File: config.mk
export PLATFORM = sky130hd
export DESIGN_NAME = mem_access_flat
export DESIGN_NICKNAME = d
export VERILOG_FILES = /design/src/rtl/mem_access_if.sv /design/src/rtl/mem_access.sv /design/src/flat_wrapper.sv
export SDC_FILE = /design/constraint.sdc
export NUM_CORES = 1
export LEC_CHECK = 0
export ABC_AREA = 1
export BUFFER_PORTS_ARGS = -buffer_cell sky130_fd_sc_hd__buf_2
export CORE_ASPECT_RATIO = 1.25
export CORE_MARGIN = 2
export CORE_UTILIZATION = 52
export CTS_BUF_LIST = sky130_fd_sc_hd__clkbuf_8
export DETAILED_ROUTE_END_ITERATION = 8
export PLACE_DENSITY = 0.83
export SETUP_SLACK_MARGIN = 0.4
export SKIP_CTS_REPAIR_TIMING = 1
export SYNTH_ARGS = -nofsm -noshare
export SYNTH_HDL_FRONTEND = slang
export SYNTH_SLANG_ARGS = --single-unit
File: constraint.sdc
create_clock -name clk_in -period 3.74 [get_ports clk_in]
set_input_delay 0.561 -clock clk_in [delete_from_list [all_inputs] [get_ports clk_in]]
set_output_delay 0.561 -clock clk_in [all_outputs]
set_load 0.005 [all_outputs]
File: src/rtl/mem_access_if.sv
// mem_access_if: EX-side pipeline and byte-wide RAM signals of the memory-access stage
interface mem_access_if;
    logic        rdE_in;
    logic [4:0]  rdIdx_in;
    logic [31:0] rdData_in;
    logic [3:0]  memOp_in;
    logic [31:0] memAddr_in;
    logic [31:0] memData_in;
    logic [7:0]  ramData_in;
    logic        rdE_out;
    logic [4:0]  rdIdx_out;
    logic [31:0] rdData_out;
    logic        stallReq_out;
    logic [31:0] ramAddr_out;
    logic [7:0]  ramData_out;
    logic        ramWE_out;
    modport master (
        output rdE_in, rdIdx_in, rdData_in, memOp_in, memAddr_in, memData_in, ramData_in,
        input  rdE_out, rdIdx_out, rdData_out, stallReq_out, ramAddr_out, ramData_out, ramWE_out
    );
    modport slave (
        input  rdE_in, rdIdx_in, rdData_in, memOp_in, memAddr_in, memData_in, ramData_in,
        output rdE_out, rdIdx_out, rdData_out, stallReq_out, ramAddr_out, ramData_out, ramWE_out
    );
endinterface

File: src/rtl/mem_access.sv
// mem_access: byte-serial load/store stage over an 8-bit RAM with EX->MEM/WB pass-through
module mem_access (
    input logic         clk_in,
    input logic         rst_in,
    mem_access_if.slave bus
);
    localparam logic [1:0] IDLE = 2'd0, LOAD = 2'd1, STORE = 2'd2, DONE = 2'd3;
    localparam logic [3:0] OP_LB = 4'd1, OP_LH = 4'd2, OP_LBU = 4'd4, OP_LHU = 4'd5, OP_SB = 4'd6, OP_SH = 4'd7;
    logic [1:0]  state, cnt;
    logic [2:0]  n, cnt_e;
    logic [31:0] ld_buf, ext, addr_cnt;
    logic [7:0]  st_byte;
    logic        is_load, is_store, is_mem, stall;
    wire  [3:0]  op = bus.memOp_in;
    wire  [31:0] d = bus.memData_in;
    assign is_load  = op >= 4'd1 && op <= 4'd5;
    assign is_store = op >= 4'd6 && op <= 4'd8;
    assign is_mem   = is_load || is_store;
    assign n = (op == OP_LB || op == OP_LBU || op == OP_SB) ? 3'd1 :
               (op == OP_LH || op == OP_LHU || op == OP_SH) ? 3'd2 : 3'd4;
    // a 2-bit counter reads 0 after the fourth LOAD byte; treat that as 4
    assign cnt_e    = {cnt == 2'd0, cnt};
    assign addr_cnt = bus.memAddr_in + {30'd0, cnt};
    assign st_byte  = cnt == 2'd1 ? d[15:8] : cnt == 2'd2 ? d[23:16] : cnt == 2'd3 ? d[31:24] : d[7:0];
    assign ext = op == OP_LB  ? {{24{ld_buf[7]}}, ld_buf[7:0]} :
                 op == OP_LH  ? {{16{ld_buf[15]}}, ld_buf[15:0]} :
                 op == OP_LBU ? {24'd0, ld_buf[7:0]} :
                 op == OP_LHU ? {16'd0, ld_buf[15:0]} : ld_buf;
    assign stall = !rst_in && (state == LOAD || state == STORE || (state == IDLE && is_mem));
    assign bus.stallReq_out = stall;
    assign bus.ramWE_out    = !rst_in && ((state == IDLE && is_store) || state == STORE);
    assign bus.ramAddr_out  = rst_in ? 32'd0 :
                              (state == IDLE && is_mem) ? bus.memAddr_in :
                              (state == STORE || (state == LOAD && cnt_e < n)) ? addr_cnt : 32'd0;
    assign bus.ramData_out  = rst_in ? 8'd0 :
                              (state == IDLE && is_store) ? d[7:0] :
                              state == STORE ? st_byte : 8'd0;
    always_ff @(posedge clk_in) begin
        if (rst_in) begin
            state          <= IDLE;
            cnt            <= 2'd0;
            ld_buf         <= 32'd0;
            bus.rdE_out    <= 1'b0;
            bus.rdIdx_out  <= 5'd0;
            bus.rdData_out <= 32'd0;
        end else begin
            if (stall) begin
                bus.rdE_out    <= 1'b0;
                bus.rdIdx_out  <= 5'd0;
                bus.rdData_out <= 32'd0;
            end else if (state == DONE) begin
                bus.rdE_out    <= is_load && bus.rdE_in;
                bus.rdIdx_out  <= bus.rdIdx_in;
                bus.rdData_out <= is_load ? ext : 32'd0;
            end else begin
                bus.rdE_out    <= bus.rdE_in;
                bus.rdIdx_out  <= bus.rdIdx_in;
                bus.rdData_out <= bus.rdData_in;
            end
            if (state == IDLE && is_mem) begin
                cnt   <= 2'd1;
                state <= is_load ? LOAD : n == 3'd1 ? DONE : STORE;
            end else if (state == LOAD) begin
                ld_buf[{cnt - 2'd1, 3'b000} +: 8] <= bus.ramData_in;
                cnt <= cnt + 2'd1;
                if (cnt_e == n) state <= DONE;
            end else if (state == STORE) begin
                cnt <= cnt + 2'd1;
                if (cnt_e == n - 3'd1) state <= DONE;
            end else if (state == DONE) begin
                state <= IDLE;
            end
        end
    end
endmodule

File: src/flat_wrapper.sv
// flat-port wrapper written by rule: the top's interface ports become plain ports
module mem_access_flat 
  (clk_in, rst_in, bus_rdE_in, bus_rdIdx_in, bus_rdData_in, bus_memOp_in, bus_memAddr_in, bus_memData_in, bus_ramData_in, bus_rdE_out, bus_rdIdx_out, bus_rdData_out, bus_stallReq_out, bus_ramAddr_out, bus_ramData_out, bus_ramWE_out);
  mem_access_if bus_i ();
  input logic clk_in;
  input logic rst_in;
  input wire logic [$bits(bus_i.rdE_in)-1:0] bus_rdE_in;
  input wire logic [$bits(bus_i.rdIdx_in)-1:0] bus_rdIdx_in;
  input wire logic [$bits(bus_i.rdData_in)-1:0] bus_rdData_in;
  input wire logic [$bits(bus_i.memOp_in)-1:0] bus_memOp_in;
  input wire logic [$bits(bus_i.memAddr_in)-1:0] bus_memAddr_in;
  input wire logic [$bits(bus_i.memData_in)-1:0] bus_memData_in;
  input wire logic [$bits(bus_i.ramData_in)-1:0] bus_ramData_in;
  output wire logic [$bits(bus_i.rdE_out)-1:0] bus_rdE_out;
  output wire logic [$bits(bus_i.rdIdx_out)-1:0] bus_rdIdx_out;
  output wire logic [$bits(bus_i.rdData_out)-1:0] bus_rdData_out;
  output wire logic [$bits(bus_i.stallReq_out)-1:0] bus_stallReq_out;
  output wire logic [$bits(bus_i.ramAddr_out)-1:0] bus_ramAddr_out;
  output wire logic [$bits(bus_i.ramData_out)-1:0] bus_ramData_out;
  output wire logic [$bits(bus_i.ramWE_out)-1:0] bus_ramWE_out;
  assign bus_i.rdE_in = bus_rdE_in;
  assign bus_i.rdIdx_in = bus_rdIdx_in;
  assign bus_i.rdData_in = bus_rdData_in;
  assign bus_i.memOp_in = bus_memOp_in;
  assign bus_i.memAddr_in = bus_memAddr_in;
  assign bus_i.memData_in = bus_memData_in;
  assign bus_i.ramData_in = bus_ramData_in;
  assign bus_rdE_out = bus_i.rdE_out;
  assign bus_rdIdx_out = bus_i.rdIdx_out;
  assign bus_rdData_out = bus_i.rdData_out;
  assign bus_stallReq_out = bus_i.stallReq_out;
  assign bus_ramAddr_out = bus_i.ramAddr_out;
  assign bus_ramData_out = bus_i.ramData_out;
  assign bus_ramWE_out = bus_i.ramWE_out;
  mem_access u_core (.clk_in(clk_in), .rst_in(rst_in), .bus(bus_i));
endmodule
==> results of run 1 <==
==> sequential cells by signal (all words and copies together), names as in the netlist <==
name	count
u_core.bus.rdData_out	32
u_core.bus.rdE_out	1
u_core.bus.rdIdx_out	5
u_core.cnt	2
u_core.ld_buf	32
u_core.state	2
==> synthesized netlist by cell type (all sizes together), types with 2 or more instances <==
library cell	number	share of area [%]
buf	13	1.7
nor3	22	2.3
xor2	2	0.33
mux2i	7	1.3
dfxtp	74	28
inv	96	6.8
o21ai	64	6.3
nand4	5	0.59
clkinv	4	0.28
nand3	61	6.3
a31oi	9	1.1
ha	17	4.0
nor2	142	10
clkbuf	21	1.5
o22ai	8	0.94
nand2	243	18
a211oi	2	0.28
a21oi	91	9.5
==> power groups by stage <==
stage | registers, µW | logic [µW] | clock network, µW
after detailed placement | 1000 | 1540 | 0
final | 985 | 1580 | 692
after floorplan | 999 | 1070 | 0
after global placement | 996 | 1510 | 0
after global routing | 1000 | 1790 | 739
after CTS | 982 | 1550 | 707
==> critical path, stage by stage <==
cell and delay [ps]:
buf_2 100, inv_1 70, nand2_1 130, nor2_1 80, nor2_2 170, nand2_1 100
ha_1 320, a21oi_1 140, o211ai_1 100, nand2_1 90, inv_1 100, a21oi_4 230
buf_4 160, nand2_1 40, a21oi_1 120, buf_2 130
==> layout make-up <==
class	instances	area (µm²)	area share [%]
Tap cell	129	161.4	2.446
Clock inverter	7	102.6	1.555
Timing Repair Buffer	205	1051	15.93
Clock buffer	9	123.9	1.877
Inverter	100	375.4	5.689
Sequential cell	74	1486	22.53
Multi-Input combinational cell	679	3297	49.97
==> cells by family after synthesis <==
logic type / count (synthesis) / synth area share, %
buffers and inverters: 134 / 10.28
XOR/XNOR: 2 / 0.3302
flip-flops: 74 / 27.92
AND/OR/NAND/NOR: 474 / 37.26
adder cells (fa/ha/maj): 18 / 4.387
multiplexers: 7 / 1.321
AO/OA/AOI/OAI: 177 / 18.49
==> per-layer routing <==
metal / vias up / track usage (%) / wire, µm
met2: 230 / 49.95 / 7601
met1: 2748 / 29.94 / 6203
li1: 3234 / - / -
met4: 0 / 14.78 / 730
met3: 50 / 4.673 / 1002
met5: - / 0 / 0
==> layout by cell type, fill, tap and decap left out, types with 4 or more instances in the layout <==
cell type  Yosys  routed
a21oi_1       80      80
a21oi_2       10      11
a31oi_1        9       9
buf_2          7     195
buf_4          1      10
clkbuf_8       0       9
clkinv_1       4       4
dfxtp_1       74      72
ha_1          17      17
inv_1         94      94
mux2i_1        7       7
nand2_1      240     240
nand3_1       57      57
nand4_1        5       5
nor2_1       137     135
nor2_2         4       5
nor3_1        20      20
o21ai_0       61      61
o22ai_1        8       8
==> worst max path at each step <==
stage / endpoint / slack, ps / cells after the start
final: bus_ramAddr_out[2] / 530 / 16
after global placement: bus_ramAddr_out[12] / 480 / 15
after detailed placement: bus_ramAddr_out[10] / 360 / 15
after CTS: bus_ramAddr_out[10] / 280 / 11
after global routing: bus_ramAddr_out[2] / 390 / 16
after floorplan: bus_ramAddr_out[19] / 780 / 10
==> metrics by stage <==
| step | hold slack (ps) | worst slack [ps] | utilization, % |
|---|---|---|---|
| 2_1_floorplan | 445.4 | 781.3 | - |
| 5_1_grt | 402.5 | 390.5 | 65.95 |
| 3_3_place_gp | 455.7 | 479.5 | 63.15 |
| 3_5_place_dp | 455.5 | 363.3 | 63.15 |
| 4_1_cts | 388.1 | 281.2 | 65.42 |
| 6_report | 409.2 | 527.0 | 65.95 |
==> results by group, run 1 <==
Critical path
  – Worst R2R Setup Slack: 1440 ps
  – CP endpoint kind: primary output
  – WP data required: 3180 ps
  – Critical Path Source Type: input pin
  – Crit path from: bus_memOp_in[2]
  – FF-to-FF End: u_core.ld_buf[18]
  – Worst r2r src: u_core.cnt[0]
  – Worst path arrival time: 2650 ps
  – Max FO, Critical Path: 5
  – Critical path class: in2out
  – Reg2Reg Depth: 7

STA
  – Final slew viol count: 0
  – Setup_tns: 0 ps
  – Final Hold Fails: 0
  – Max Fclk: 311.2 MHz
  – Slew @ Worst Pin: 834.8 ps
  – RSZ-0062 raised after global routing: false
  – Worst slew margin: 43.92%
  – Tmin final: 3213 ps
  – Final period utilization: 85.91%
  – Clock Skew: 10.11 ps
  – Setup Viol. Count Final: 0

Yosys
  – Synth Register Bits: 74
  – Post-Syn Instances: 886
  – Post-synth EDFFs: 0
  – Mapped Area: 0.005305 mm²
  – Main synth FF type: dfxtp_1
  – Post-Syn Nets: 1020
  – Avg Cell Area, Syn: 5.988 µm²
  – Async SR Flop Fraction: 0%
  – Yosys warning count: 0
  – Distinct cells, synth: 37
  – Sequential element share of the synthesized area: 27.92%

CTS
  – Clk_lat worst skew: 360 ps
  – H-tree depth: 3
  – Clock transition at path regs: 70 ps
  – Clk buf depth: 2
  – CTS root buf: clkbuf_8
  – CTS tree: built
  – Clk sinks: 74
  – Num CTS Buffers: 9

Flow run
  – Max Cap Viol: 0

Floorplanning
  – Die height: 116.9 µm
  – Die area: 0.01103 mm²
  – Starting Density: 53.03%
  – I/O pins: 196
  – Die X: 94.34 µm
  – Core area: 0.01000 mm²
  – FP Rows: 41

Worst hold path
  – Hold Crit Class: in2reg
  – Min-delay src: bus_rdIdx_in[1]
  – Hold EP: u_core.bus.rdIdx_out[1]
  – Hold Crit Depth: 3

Pwr
  – Clk network pwr share: 21.2%
  – Internal power: 1900 µW
  – Net Sw Frac: 41.68%
  – Total chip power: 3258 µW
  – Leak: 0.003376 µW
  – Seq pwr share: 30.2%
  – Pwr dens: 493.8 mW/mm²
  – Net Switching: 1358 µW
  – Gate power share: 48.5%
  – Max rail drop VDD: 0.2128 mV

Cells and area
  – Share of layout cells above drive strength 1: 23.65%
  – Ant diodes: 0
  – Final non-filler cell total: 1203
  – Post-Layout Inst Area: 0.006598 mm²
  – Area grow syn2layout: 24.36%
  – Filler instances: 989
  – NumNets Final: 1203

Global routing
  – Vias in the first global route: 5440
  – Largest net degree at the start of global routing: 39
  – Total congestion overflow: 0
  – First-pass GRT wire length: 23980 µm
  – Initial antenna violation count: 0
  – GRT Resource Usage Total: 27.30%

Route
  – Final wirelength: 15540 µm
  – Post-route DRC violation count: 0
  – Via/cell ratio: 5.205
  – Starting DRT DRC Count: 264
  – Via count: 6262
  – WL/cell: 12.92 µm
  – Post-DRT Antenna Nets: 0
  – TritonRoute pass-1 iters: 5

Place
  – Placer Congestion: 0.9645
  – Placed insts: 1182
  – Port bufs: 195
  – DP HPWL: 11900 µm
  – Post-placement cell area: 0.006317 mm²

Outcome
  – Status: complete, no violations
(Power assumes the default switching activity.)
==> run 2, diff against run 1 <==
--- a/config.mk
+++ b/config.mk
@@ -7,13 +7,13 @@
 export LEC_CHECK = 0
 export ABC_AREA = 1
 export BUFFER_PORTS_ARGS = -buffer_cell sky130_fd_sc_hd__buf_2
-export CORE_ASPECT_RATIO = 1.25
+export CORE_ASPECT_RATIO = 0.6
 export CORE_MARGIN = 2
 export CORE_UTILIZATION = 52
 export CTS_BUF_LIST = sky130_fd_sc_hd__clkbuf_8
 export DETAILED_ROUTE_END_ITERATION = 8
+export GPL_TIMING_DRIVEN = 0
 export PLACE_DENSITY = 0.83
-export SETUP_SLACK_MARGIN = 0.4
 export SKIP_CTS_REPAIR_TIMING = 1
 export SYNTH_ARGS = -nofsm -noshare
 export SYNTH_HDL_FRONTEND = slang
==> run 2 against run 1 <==
Against the previous run: via count up 4.7%; utilization up 2.2 points; non-clock buffer count up 26; wire length up 14%; clock power up 12%; critical path type is now reg2out; critical endpoint is now bus_ramAddr_out[24]; largest power group unchanged.
==> results by group, run 2 (synthesis gave the netlist of run 1 again) <==
Critical path
  – Most numerous cell on the critical path: ha_1 (was nand2_1)
  – Critical Path Source Type: register (was input pin)
  – Worst-path cell chain: clkbuf_4, inv_1, ha_1, ha_1, a21oi_1, o211ai_1, nand2_2, buf_4, clkbuf_2, nand3_1, nand2_1, o21ai_0, nor2_1, buf_2 (was buf_2, inv_1, nand2_1, nor2_1, nor2_2, nand2_1, ha_1, a21oi_1, o211ai_1, nand2_1, inv_1, a21oi_4, buf_4, nand2_1, a21oi_1, buf_2)
  – Worst path max stage delay: 420 ps (was 320 ps)
  – Delay-heaviest family, CP: buffers and inverters (was simple AND/OR/NAND/NOR gates)
  – CP endpoint kind: primary output (unchanged)
  – WP data required: 3180 ps (about the same)
  – Critical path class: reg2out (was in2out)
  – Worst path slowest cell: dfxtp_2 (was ha_1)
  – Max FO, Critical Path: 10 (was 5)
  – Worst path arrival time: 3000 ps (was 2650 ps)
  – Buf+Inv Stages, Crit Path: 5 (unchanged)

Pwr
  – Max rail drop VDD: 0.4024 mV (was 0.2128 mV)
  – Leak: 0.003441 µW (was 0.003376 µW)
  – Pwr dens: 515.8 mW/mm² (was 493.8 mW/mm²)

Route
  – Post-route DRC violation count: 0 (unchanged)
  – Final wirelength: 17730 µm (was 15540 µm)
  – Via count: 6556 (was 6262)
  – Starting DRT DRC Count: 610 (was 264)
  – Post-DRT Antenna Nets: 0 (unchanged)
  – WL/cell: 14.37 µm (was 12.92 µm)
  – TritonRoute pass-1 iters: 6 (was 5)
  – Via/cell ratio: 5.313 (was 5.205)

STA
  – Slew @ Worst Pin: 796.9 ps (was 834.8 ps)
  – Setup Viol. Count Final: 0 (unchanged)
  – WHS: 407.5 ps (was 409.2 ps)
  – Tmin final: 3562 ps (was 3213 ps)
  – Final Hold Fails: 0 (unchanged)
  – Max Fclk: 280.8 MHz (was 311.2 MHz)
  – Fin worst setup slack: 178.2 ps (was 527.0 ps)
  – Final period utilization: 95.23% (was 85.91%)
  – Worst slew margin: 46.47% (was 43.92%)
  – Final slew viol count: 0 (unchanged)
  – Clock Skew: 6.485 ps (was 10.11 ps)

Cells and area
  – Largest registers: u_core.bus.rdData_out x32, u_core.ld_buf x32, u_core.bus.rdIdx_out x5 (unchanged)
  – Commonest non-fill, non-tap cell in the layout: nand2_1 (unchanged)
  – Area occupied by multi-input gates: 0.003281 mm² (was 0.003297 mm²)
  – Area grow syn2layout: 26.86% (was 24.36%)
  – Reg area: 0.001484 mm² (was 0.001486 mm²)
  – Ant diodes: 0 (unchanged)
  – NumNets Final: 1228 (was 1203)
  – Filler instances: 974 (was 989)
  – Most frequent cells in the layout: 239 x nand2_1, 201 x buf_2, 137 x nor2_1, 95 x inv_1, 80 x a21oi_1 (was 240 x nand2_1, 195 x buf_2, 135 x nor2_1, 94 x inv_1, 80 x a21oi_1)
  – Share of layout cells above drive strength 1: 23.38% (was 23.65%)

Outcome
  – Status: complete, no violations (unchanged)

Flow run
  – Max Cap Viol: 0 (unchanged)

CTS
  – H-tree depth: 3 (unchanged)
  – CTS tree: built (unchanged)
  – Clock transition at path regs: 80 ps (was 70 ps)
  – Clk_lat worst skew: 360 ps (about the same)
  – CTS root buf: clkbuf_8 (unchanged)
  – Num CTS Buffers: 9 (unchanged)
  – Clk sinks: 74 (unchanged)
  – Clk buf depth: 2 (unchanged)

Floorplanning
  – I/O pins: 196 (unchanged)
  – Die area: 0.01105 mm² (was 0.01103 mm²)
  – Starting Density: 53.70% (was 53.03%)
  – FP Rows: 28 (was 41)
  – Die height: 82.24 µm (was 116.9 µm)
  – Die X: 134.4 µm (was 94.34 µm)
  – Core area: 0.009879 mm² (was 0.01000 mm²)

Global routing
  – Total congestion overflow: 0 (unchanged)
  – Initial antenna violation count: 0 (unchanged)
  – Largest net degree at the start of global routing: 13 (was 39)
  – Vias in the first global route: 5566 (was 5440)
  – First-pass GRT wire length: 27680 µm (was 23980 µm)
  – GRT Resource Usage Total: 31.91% (was 27.30%)

Place
  – Placer Congestion: 0.9957 (was 0.9645)
  – DP HPWL: 14080 µm (was 11900 µm)
  – Pre-CTS setup slack: 28.09 ps (was 363.3 ps)
  – Port bufs: 194 (was 195)

Worst hold path
  – Hold Crit Class: in2reg (unchanged)
## run 2: cell types whose count changed in the layout (fill, tap and decap cells not counted), sizes merged
cell,before,now
clkbuf,9,32
bufinv,2,3
a21oi,92,91
buf,205,210
clkinv,7,4
## run 2: through the flow
step                      util, %  instance area [µm²]  setup TNS [ps]  cells  power [µW]
after global placement      65.24                 6445               0   1215        2597
after global routing        68.12                 6730          -42.66   1234        3723
after CTS                   67.79                 6698           -6997   1231        3398
after detailed placement    65.24                 6445               0   1215        2624
final                       68.12                 6730               0   1234        3471
after floorplan                 -                 5305               0    886        2066
## run 2: cell type report
class                      count  share of cell area, %
clock inverter                 5                  1.506
timing repair buffer         197                  14.76
inverter                     100                  5.577
tap                          135                  2.510
clock buffer                  11                  2.249
sequential                    74                  22.05
buffer                        34                  2.603
multi-input combinational    678                  48.75
## run 2: metal layers
| metal | GRT usage, % | part of all wire [%] |
|---|---|---|
| met1 | 47.34 | 47 |
| met2 | 43.88 | 38 |
| met3 | 12.27 | 15 |
| met4 | 4.737 | 0.64 |
| met5 | 0 | 0 |
## run 2: power by group
| part | total [µW] | switching [µW] | internal (µW) |
|---|---|---|---|
| logic | 1710 | 1070 | 641 |
| clock network | 774 | 296 | 477 |
| registers | 989 | 68.2 | 921 |
| total | 3470 | 1430 | 2040 |
## run 2: path summary, 6_finish.rpt
check | startpoint | end | slack, ps | depth (start not counted)
setup / recovery | u_core.cnt[0] | bus_ramAddr_out[24] | 180 | 14
setup reg to reg | u_core.cnt[0] | u_core.ld_buf[23] | 1320 | 8
hold reg to reg | u_core.ld_buf[9] | u_core.ld_buf[9] | 470 | 2
hold / removal | bus_rdIdx_in[2] | u_core.bus.rdIdx_out[2] | 410 | 3
## run 2: worst reg2reg max path, delay by kind of cell (launching register included)
family	cells	cell delay (ps)
flops	1	420
compound gates	1	210
simple gates	3	900
fa+ha+maj	1	370
buf+inv	3	460
